[config.mk]
export PLATFORM = sky130hd
export DESIGN_NAME = uart_rx
export DESIGN_NICKNAME = d
export VERILOG_FILES = /design/src/rtl/uart_rx.sv
export SDC_FILE = /design/constraint.sdc
export NUM_CORES = 1
export LEC_CHECK = 0
export CORE_MARGIN = 8
export CORE_UTILIZATION = 30
export CTS_CLUSTER_DIAMETER = 50
export CTS_CLUSTER_SIZE = 16
export DETAILED_ROUTE_END_ITERATION = 10
export DONT_BUFFER_PORTS = 1
export SYNTH_ARGS = -nofsm -noshare
export SYNTH_HDL_FRONTEND = slang
export SYNTH_SLANG_ARGS = --single-unit
[constraint.sdc]
create_clock -name clk -period 1.62 [get_ports clk]
set_clock_uncertainty 0.15 [all_clocks]
set_input_delay 0.081 -clock clk [delete_from_list [all_inputs] [get_ports clk]]
set_output_delay 0.081 -clock clk [all_outputs]
set_load 0.02 [all_outputs]
[src/rtl/uart_rx.sv]
// UART receiver: two-flop synchroniser, start/data/stop sampling FSM and a
// one-entry valid/ready holding register with framing-error and overrun pulses.
module uart_rx #(
    parameter int unsigned D_WIDTH      = 11,
    parameter int unsigned CLKS_PER_BIT = 1
) (
    input  logic               clk,
    input  logic               rst,
    input  logic               rx,
    input  logic               rx_ready,
    output logic [D_WIDTH-1:0] rx_data,
    output logic               rx_valid,
    output logic               rx_busy,
    output logic               frame_err,
    output logic               overrun
);

    localparam int unsigned HALF = (CLKS_PER_BIT - 1) / 2;
    localparam int unsigned BW   = $clog2(D_WIDTH + 1);
    localparam int unsigned PW   = (CLKS_PER_BIT > 1) ? $clog2(CLKS_PER_BIT) : 1;

    localparam logic [PW-1:0] PhLast  = PW'(CLKS_PER_BIT - 1);
    localparam logic [PW-1:0] PhHalf  = PW'(HALF);
    localparam logic [BW-1:0] BitLast = BW'(D_WIDTH - 1);

    typedef enum logic [2:0] {StIdle, StStart, StData, StStop, StBreak} state_e;

    state_e               state_q, state_d;
    logic                 sync1_q, sync2_q;
    logic [PW-1:0]        phase_q, phase_d;
    logic [BW-1:0]        bit_q, bit_d;
    logic [D_WIDTH-1:0]   shreg_q, shreg_d;
    logic [D_WIDTH-1:0]   data_q, data_d;
    logic                 valid_q, valid_d;
    logic                 ferr_q, ferr_d;
    logic                 ovr_q, ovr_d;
    logic                 deliver;
    logic                 rx_s;

    assign rx_s = sync2_q;

    always_comb begin
        state_d = state_q;
        phase_d = phase_q;
        bit_d   = bit_q;
        shreg_d = shreg_q;
        data_d  = data_q;
        valid_d = valid_q;
        ferr_d  = 1'b0;
        ovr_d   = 1'b0;
        deliver = 1'b0;

        unique case (state_q)
            StIdle: begin
                if (!rx_s) begin
                    bit_d = '0;
                    // With HALF == 0 the detection cycle doubles as the start check.
                    if (HALF == 0) begin
                        state_d = StData;
                        phase_d = '0;
                    end else begin
                        state_d = StStart;
                        phase_d = PW'(1);
                    end
                end
            end
            StStart: begin
                if (phase_q == PhHalf) begin
                    phase_d = '0;
                    state_d = rx_s ? StIdle : StData;
                end else begin
                    phase_d = phase_q + PW'(1);
                end
            end
            StData: begin
                if (phase_q == PhLast) begin
                    phase_d = '0;
                    shreg_d = (shreg_q >> 1) | (D_WIDTH'(rx_s) << (D_WIDTH - 1));
                    bit_d   = bit_q + BW'(1);
                    if (bit_q == BitLast) begin
                        bit_d   = '0;
                        state_d = StStop;
                    end
                end else begin
                    phase_d = phase_q + PW'(1);
                end
            end
            StStop: begin
                if (phase_q == PhLast) begin
                    phase_d = '0;
                    if (rx_s) begin
                        deliver = 1'b1;
                        state_d = StIdle;
                    end else begin
                        ferr_d  = 1'b1;
                        state_d = StBreak;
                    end
                end else begin
                    phase_d = phase_q + PW'(1);
                end
            end
            StBreak: begin
                if (rx_s) begin
                    state_d = StIdle;
                end
            end
            default: state_d = StIdle;
        endcase

        // A delivery takes precedence over the plain handshake clear.
        if (deliver) begin
            if (!valid_q || rx_ready) begin
                data_d  = shreg_q;
                valid_d = 1'b1;
            end else begin
                ovr_d = 1'b1;
            end
        end else if (valid_q && rx_ready) begin
            valid_d = 1'b0;
        end
    end

    always_ff @(posedge clk) begin
        if (rst) begin
            sync1_q <= 1'b1;
            sync2_q <= 1'b1;
            state_q <= StIdle;
            phase_q <= '0;
            bit_q   <= '0;
            shreg_q <= '0;
            data_q  <= '0;
            valid_q <= 1'b0;
            ferr_q  <= 1'b0;
            ovr_q   <= 1'b0;
        end else begin
            sync1_q <= rx;
            sync2_q <= sync1_q;
            state_q <= state_d;
            phase_q <= phase_d;
            bit_q   <= bit_d;
            shreg_q <= shreg_d;
            data_q  <= data_d;
            valid_q <= valid_d;
            ferr_q  <= ferr_d;
            ovr_q   <= ovr_d;
        end
    end

    assign rx_data   = data_q;
    assign rx_valid  = valid_q;
    assign rx_busy   = (state_q != StIdle);
    assign frame_err = ferr_q;
    assign overrun   = ovr_q;

endmodule

==> results by group, run 1 <==
Clock tree
  • H-tree Lvls: 2
  • Clk sinks: 34
  • CTS Root Buffer Type: clkbuf_8
  • Num CTS Buffers: 5
  • CTS tree: built
  • Max Root-Sink Buffers: 2
  • Clock transition at path regs: about 60 ps
  • Clk_lat worst skew: around 280 ps

STA
  • Clock period minus worst slack: 1470 ps
  • Max_slew headroom: between 70% and 80%
  • Final setup vio count: 0
  • Fmax: slightly below 700 MHz
  • RSZ-0062 raised after global routing: no
  • Final clock period utilization by the worst path: between 90% and 100%
  • Setup TNS: 0 ps
  • Final Hold Fails: 0
  • Worst-margin pin slew: ~380 ps
  • Hold Slack: between 200 and 300 ps
  • Slew Limit Fails: 0

Final layout
  • Layout area overhead: 13.8%
  • Design Area, Final: about 0.0016 mm²
  • Leading cell type in the layout, fill and taps excluded: dfxtp_1
  • Layout cells sized above 1: between 10 and 15%
  • Commonest non-fill, non-tap cells in the layout: dfxtp_1, nand2_1, nand2b_1
  • Antenna Cells: 0
  • Final #Nets: 160

Floorplan
  • Die Wd: between 80 and 90 µm
  • Starting Density: around a third
  • Die Y: around 84 µm
  • # IOs: 19
  • Area of the die: ~0.0070 mm²
  • Rows: 24
  • Core Region: ~0.0044 mm²

Global routing
  • Gr ovfl total: 0
  • First-pass GRT wire length: between 4000 and 5000 µm
  • All-layer global routing usage: roughly 8.1%
  • Number of global-route vias before repair: between 900 and 1000
  • Largest net degree at the start of global routing: 46
  • Initial antenna violation count: 0

Setup path
  • Critical path arrival: roughly 1500 ps
  • CP Buf/Inv Count: 1
  • Critical path depth in cells: 5
  • CP top delay family: flip-flops
  • R2R cell count: 5
  • CP max stage delay: around 420 ps
  • Worst endpoint required time: approximately 1700 ps
  • CP endpoint kind: flip-flop
  • Max stage delay cell, worst path: dfxtp_1
  • Critical-path cell list: inv_1 > ha_1 > nand3b_1 > nand3_1 > a311oi_1
  • Crit path kind: reg -> reg
  • CP Launch Type: flip-flop
  • Worst-path maximum fanout: 6

Power and ir drop
  • Pwr Total: 1.50 mW
  • Power per Cell Area: 953 mW/mm²
  • Worst IR Drop VDD: between 0.2 and 0.3 mV
  • Leakage power: 0.505 nW

Drt
  • DRT Pass-1 Iters: 4
  • Residual DRC count: 0
  • DR iter-0 viols: between 50 and 60
  • Vias per cell: ~4.8
  • Final wirelength: ~2700 µm
  • Via Count: ~990
  • Wire length per cell: 13.0 µm
  • Detail Route Antenna Nets: 0

Placement
  • Hpwl dp: around 1900 µm
  • DP Area: 0.00144 mm²
  • Final RePlAce weighted congestion: slightly below 0.8
  • Port buffer count: 0

Synthesis
  • Flops & latches, synth: 34
  • Mapped Nets: 152
  • Synthesized instance count: 146
  • Synth Cell Area: 0.00139 mm²
  • Register area share after synthesis: 49.1%
  • Distinct cells, synth: 28
  • Synthesis Warnings: 0
  • Synthesized area per cell: between 9 and 10 µm²

Run status
  • Outcome: completed

Min path
  • Min-Delay Path Class: reg -> reg
  • Hold path depth: 1

Flow run
  • Max Cap Viol: 0
## metrics by stage
| step | std cells | setup WS [ps] | util (%) |
|---|---|---|---|
| finish | 206 | 152 | 35.7 |
| global placement | 194 | 182 | 32.5 |
| detailed placement | 194 | 131 | 32.5 |
| floorplan | 146 | 255 | - |
| CTS | 205 | 113 | 35.4 |
| global route | 206 | 2.34 | 35.7 |
## layer usage
metal  GRT usage [%]  vias to the layer above  part of all wire [%]
li1                -                      511                     -
met4            4.71                        0                   2.2
met3            4.49                        6                   6.8
met5               0                        -                     0
met1            8.09                      458                    42
met2            13.0                       14                    49
## cells by family (layout without fill, tap and decap cells)
group           count (synthesis)  after routing  share of synthesized area (%)
compound gates                 22             22                           9.58
mux                            11             11                           7.95
simple gates                   66             66                           27.0
flops                          34             34                           49.1
fa+ha+maj                       2              2                           1.81
buf+inv                        11             19                           4.52
## registers in the layout (all words and copies together), names as in the netlist
| signal | cells |
|---|---|
| rx_s | 1 |
| sync1_q | 1 |
| overrun | 1 |
| shreg_q | 11 |
| rx_valid | 1 |
| rx_data | 11 |
| bit_q | 4 |
| frame_err | 1 |
| state_q | 3 |
## where the power goes
part	leakage [nW]	internal [mW]	switching [mW]
Clock	0.0383	0.295	0.279
Sequential	0.276	0.844	0.00866
Combinational	0.191	0.0366	0.0379
Total	0.505	1.18	0.326
## cell type report
class / count / area [µm²]
clock buffer: 7 / 76.3
inverter: 1 / 3.75
tap: 52 / 65.1
multi-input combinational: 101 / 642
sequential: 34 / 683
fill: 444 / 2840
timing repair buffer: 11 / 106
## synthesized netlist by cell type
master | number | area share, %
a2111oi_0 | 1 | 0.63
a211oi_1 | 2 | 1.1
a21oi_1 | 15 | 5.4
a311oi_1 | 1 | 0.63
a41oi_1 | 1 | 0.63
buf_2 | 2 | 0.72
buf_4 | 3 | 1.6
buf_6 | 1 | 0.81
clkbuf_1 | 4 | 1.1
dfxtp_1 | 34 | 49
ha_1 | 2 | 1.8
inv_1 | 1 | 0.27
mux2i_1 | 11 | 7.9
nand2_1 | 23 | 6.2
nand2b_1 | 23 | 10
nand3_1 | 2 | 0.72
nand3b_1 | 3 | 1.6
nand4b_1 | 2 | 1.3
nor2_1 | 1 | 0.27
nor2b_1 | 2 | 0.90
nor3_1 | 4 | 1.4
nor3b_4 | 1 | 1.4
nor4b_1 | 1 | 0.63
o31ai_1 | 1 | 0.54
o41ai_1 | 1 | 0.63
or2_2 | 2 | 0.90
or3_1 | 1 | 0.45
or3b_4 | 1 | 0.81
## final timing paths
check | slack [ps] | start | endpoint
hold reg to reg | 260 | sync1_q | rx_s
setup / recovery | 150 | bit_q[0] | bit_q[3]
hold / removal | 260 | sync1_q | rx_s
setup reg to reg | 150 | bit_q[0] | bit_q[3]
## timing repair
action	4_1_cts	5_1_grt
hold endpoints to repair	34	0
setup endpoints to repair	0	3
resized for setup	0	3
hold buffers	4	0
setup buffers	0	1
Note: power is estimated with default switching activity, not from simulation.
==> run 2, diff against run 1 <==
Settings changed: CORE_MARGIN 8 to 10.
Clock period 1.62 ns to 1.3 ns, I/O delays scaled along.
==> run 2 against run 1 <==
  * The run now ends with setup timing left
  * Via count rose by 7.1%
  * Setup slack worse by 230 ps
  * Combinational power grew 48%
  * Core utilization rose by 4.6 points
  * Non-clock buffer count up 15
  * Total power grew 44%
  * Count of clock-buffer cells in the layout shrank 1
  * Die area grew 9.8%
  * Sequential cell count is the same
  * Critical path depth fell by 3
  * Final area grew 13%
  * Critical endpoint is now rx_busy
==> results by group, run 2 (same netlist as run 1, synthesis figures left out) <==
Placement
  • Final RePlAce weighted congestion: 0.682 (was 0.772)
  • Hpwl dp: 1910 µm (was 1860 µm)
  • Port buffer count: 0 (unchanged)
  • Placed insts: 206 (was 194)
  • DP Area: 0.00153 mm² (was 0.00144 mm²)

Final layout
  • Fill cell count: 438 (was 444)
  • Area of the multi-input gates: 672 µm² (was 642 µm²)
  • Layout cells sized above 1: 28.4% (was 12.3%)
  • FF+latch area: 691 µm² (was 683 µm²)
  • Non-Filler Instances: 221 (was 206)
  • Design Area, Final: 0.00178 mm² (was 0.00158 mm²)
  • Final #Nets: 175 (was 160)
  • Final core occ: 40.3% (was 35.7%)
  • Commonest non-fill, non-tap cells in the layout: dfxtp_1, nand2b_1, nand2_1 (was dfxtp_1, nand2_1, nand2b_1)
  • Antenna Cells: 0 (unchanged)
  • Leading cell type in the layout, fill and taps excluded: dfxtp_1 (unchanged)
  • Layout area overhead: 28.4% (was 13.8%)

STA
  • Final setup vio count: 19 (was 0)
  • Fmax: slightly above 700 MHz
  • Worst-margin pin slew: 312 ps (was 381 ps)
  • Final Hold Fails: 0 (unchanged)
  • Clock period minus worst slack: 1380 ps
  • RSZ-0062 raised after global routing: yes (was no)
  • Final setup margin: -79.4 ps (was 152 ps)
  • Final clock period utilization by the worst path: 106%
  • Max_slew headroom: 79.1% (was 73.9%)
  • Setup TNS: -613 ps (was 0 ps)
  • Slew Limit Fails: 0 (unchanged)

Setup path
  • Worst endpoint required time: 1090 ps (was 1660 ps)
  • R2r endpoint: bit_q[2] (was bit_q[3])
  • Critical path arrival: 1160 ps (was 1510 ps)
  • RR Startpoint: state_q[2] (was bit_q[0])
  • R2R Setup Slk: -80 ps (was 150 ps)
  • Worst-path maximum fanout: 5 (was 6)
  • Worst setup path end: rx_busy (was bit_q[3])
  • CP endpoint kind: output port (was flip-flop)
  • CP Launch Type: flip-flop (unchanged)
  • R2R cell count: 5 (unchanged)
  • Crit path launch: state_q[0] (was bit_q[0])
  • Crit path kind: reg -> out (was reg -> reg)

Clock tree
  • Clk_lat worst skew: 290 ps (was 280 ps)
  • H-tree Lvls: 2 (unchanged)
  • Clock transition at path regs: 60 ps (about the same)
  • CTS tree: built (unchanged)
  • Num CTS Buffers: 5 (unchanged)
  • CTS Root Buffer Type: clkbuf_8 (unchanged)
  • Max Root-Sink Buffers: 2 (unchanged)
  • Clk sinks: 34 (unchanged)

Power and ir drop
  • Internal Power: 1.72 mW (was 1.18 mW)
  • Worst IR Drop VDD: 0.521 mV (was 0.267 mV)
  • Leakage power: 0.605 nW (was 0.505 nW)
  • Psw: 0.442 mW (was 0.326 mW)
  • Sw frac: 20.5% (was 21.7%)
  • Clock share of power: 45.9% (was 38.3%)
  • Part of the power in registers: 49.0% (was 56.8%)
  • Power per Cell Area: 1210 mW/mm² (was 953 mW/mm²)
  • Comb pwr share: 5.1% (was 5.0%)

Global routing
  • Initial antenna violation count: 0 (unchanged)
  • First-pass GRT wire length: 5000 µm (was 4470 µm)
  • All-layer global routing usage: 8.20% (was 8.10%)
  • Number of global-route vias before repair: 1156 (was 936)
  • Gr ovfl total: 0 (unchanged)
  • Largest net degree at the start of global routing: 46 (unchanged)

Drt
  • Wire length per cell: 13.1 µm (was 13.0 µm)
  • DR iter-0 viols: 51 (was 55)
  • Final wirelength: 2900 µm (was 2680 µm)
  • Detail Route Antenna Nets: 0 (unchanged)
  • Via Count: 1059 (was 989)
  • Vias per cell: 4.79 (was 4.80)
  • Residual DRC count: 0 (unchanged)
  • DRT Pass-1 Iters: 4 (unchanged)

Floorplan
  • Area of the die: 0.00773 mm² (was 0.00705 mm²)
  • Die Wd: 87.9 µm (was 83.9 µm)
  • Die Y: 87.9 µm (was 83.9 µm)
  • # IOs: 19 (unchanged)
  • Rows: 24 (unchanged)
  • Core Region: 0.00441 mm² (unchanged)
  • Starting Density: 31.4% (unchanged)

Min path
  • HP Start: rx (was sync1_q)
  • Min-Delay Path Class: in -> reg (was reg -> reg)

Flow run
  • Max Cap Viol: 0 (unchanged)

Run status
  • Failing checks: setup timing
  • Outcome: finished, violations left (was completed)
-- run 2: cell count changes in the layout (fill, tap and decap cells not counted), moves of 2 or more --
cell | previous run | this run
buf_4 | 6 | 17
buf_6 | 1 | 5
dfxtp_1 | 32 | 28
a21oi_1 | 15 | 12
a21oi_2 | 0 | 3
dfxtp_2 | 2 | 5
clkbuf_1 | 2 | 0
nand2_1 | 23 | 21
nand2_2 | 0 | 2
-- run 2: timing repair --
| item | in CTS | in global routing |
|---|---|---|
| buffers inserted | 4 | 0 |
| pin swaps | 24 | 5 |
| cloned | 0 | 0 |
| hold buffers | 4 | 0 |
| gates resized for setup | 11 | 8 |
| endpoints found under the setup margin | 27 | 29 |
| endpoints found under the hold margin | 34 | 0 |
-- run 2: through the flow --
| stage | worst slack [ps] | hold slack [ps] | total power, mW |
|---|---|---|---|
| finish | -79.4 | 256 | 2.16 |
| global route | -147 | 276 | 2.24 |
| floorplan | -43.9 | 18.8 | 1.15 |
| CTS | -90.6 | 245 | 2.18 |
| detailed placement | -123 | -7.03 | 1.15 |
| global placement | -91.7 | -12.1 | 1.15 |
-- run 2: worst min-delay path by stage --
| stage | endpoint | cells after the start | slack (ps) |
|---|---|---|---|
| 3_5_place_dp | shreg_q[5] | 1 | -7 |
| 3_3_place_gp | bit_q[0] | 1 | -10 |
| 4_1_cts | sync1_q | 2 | 250 |
| 5_1_grt | sync1_q | 2 | 280 |
| 6_report | sync1_q | 2 | 260 |
| 2_1_floorplan | sync1_q | 1 | 20 |
-- run 2: final cells by class --
cell class,count,share of cell area [%]
well taps,52,3.66
flip-flops and latches,34,38.8
clock buffers,6,4.64
inverters,1,0.211
repair buffers,26,13.2
multi-input cells,101,37.8
clock inverters,1,1.69
-- run 2: per-layer routing --
| metal | GRT usage [%] | part of all wire (%) | vias to the layer above |
|---|---|---|---|
| met4 | 4.78 | 2.0 | 0 |
| met5 | 0 | 0 | - |
| met3 | 3.71 | 7.7 | 8 |
| met2 | 13.9 | 48 | 23 |
| li1 | - | - | 538 |
| met1 | 8.11 | 42 | 490 |
-- run 2: power by group through the flow --
stage / Combinational (mW) / Sequential, mW / Clock (mW)
4_1_cts: 0.106 / 1.06 / 1.02
6_report: 0.110 / 1.06 / 0.992
3_3_place_gp: 0.0669 / 1.08 / 0
2_1_floorplan: 0.0661 / 1.08 / 0
5_1_grt: 0.121 / 1.06 / 1.06
3_5_place_dp: 0.0694 / 1.08 / 0
-- run 2: critical path, cell delays in order (launching register included) --
cell	delay [ps]
dfxtp_4	370
buf_6	120
or3_4	400
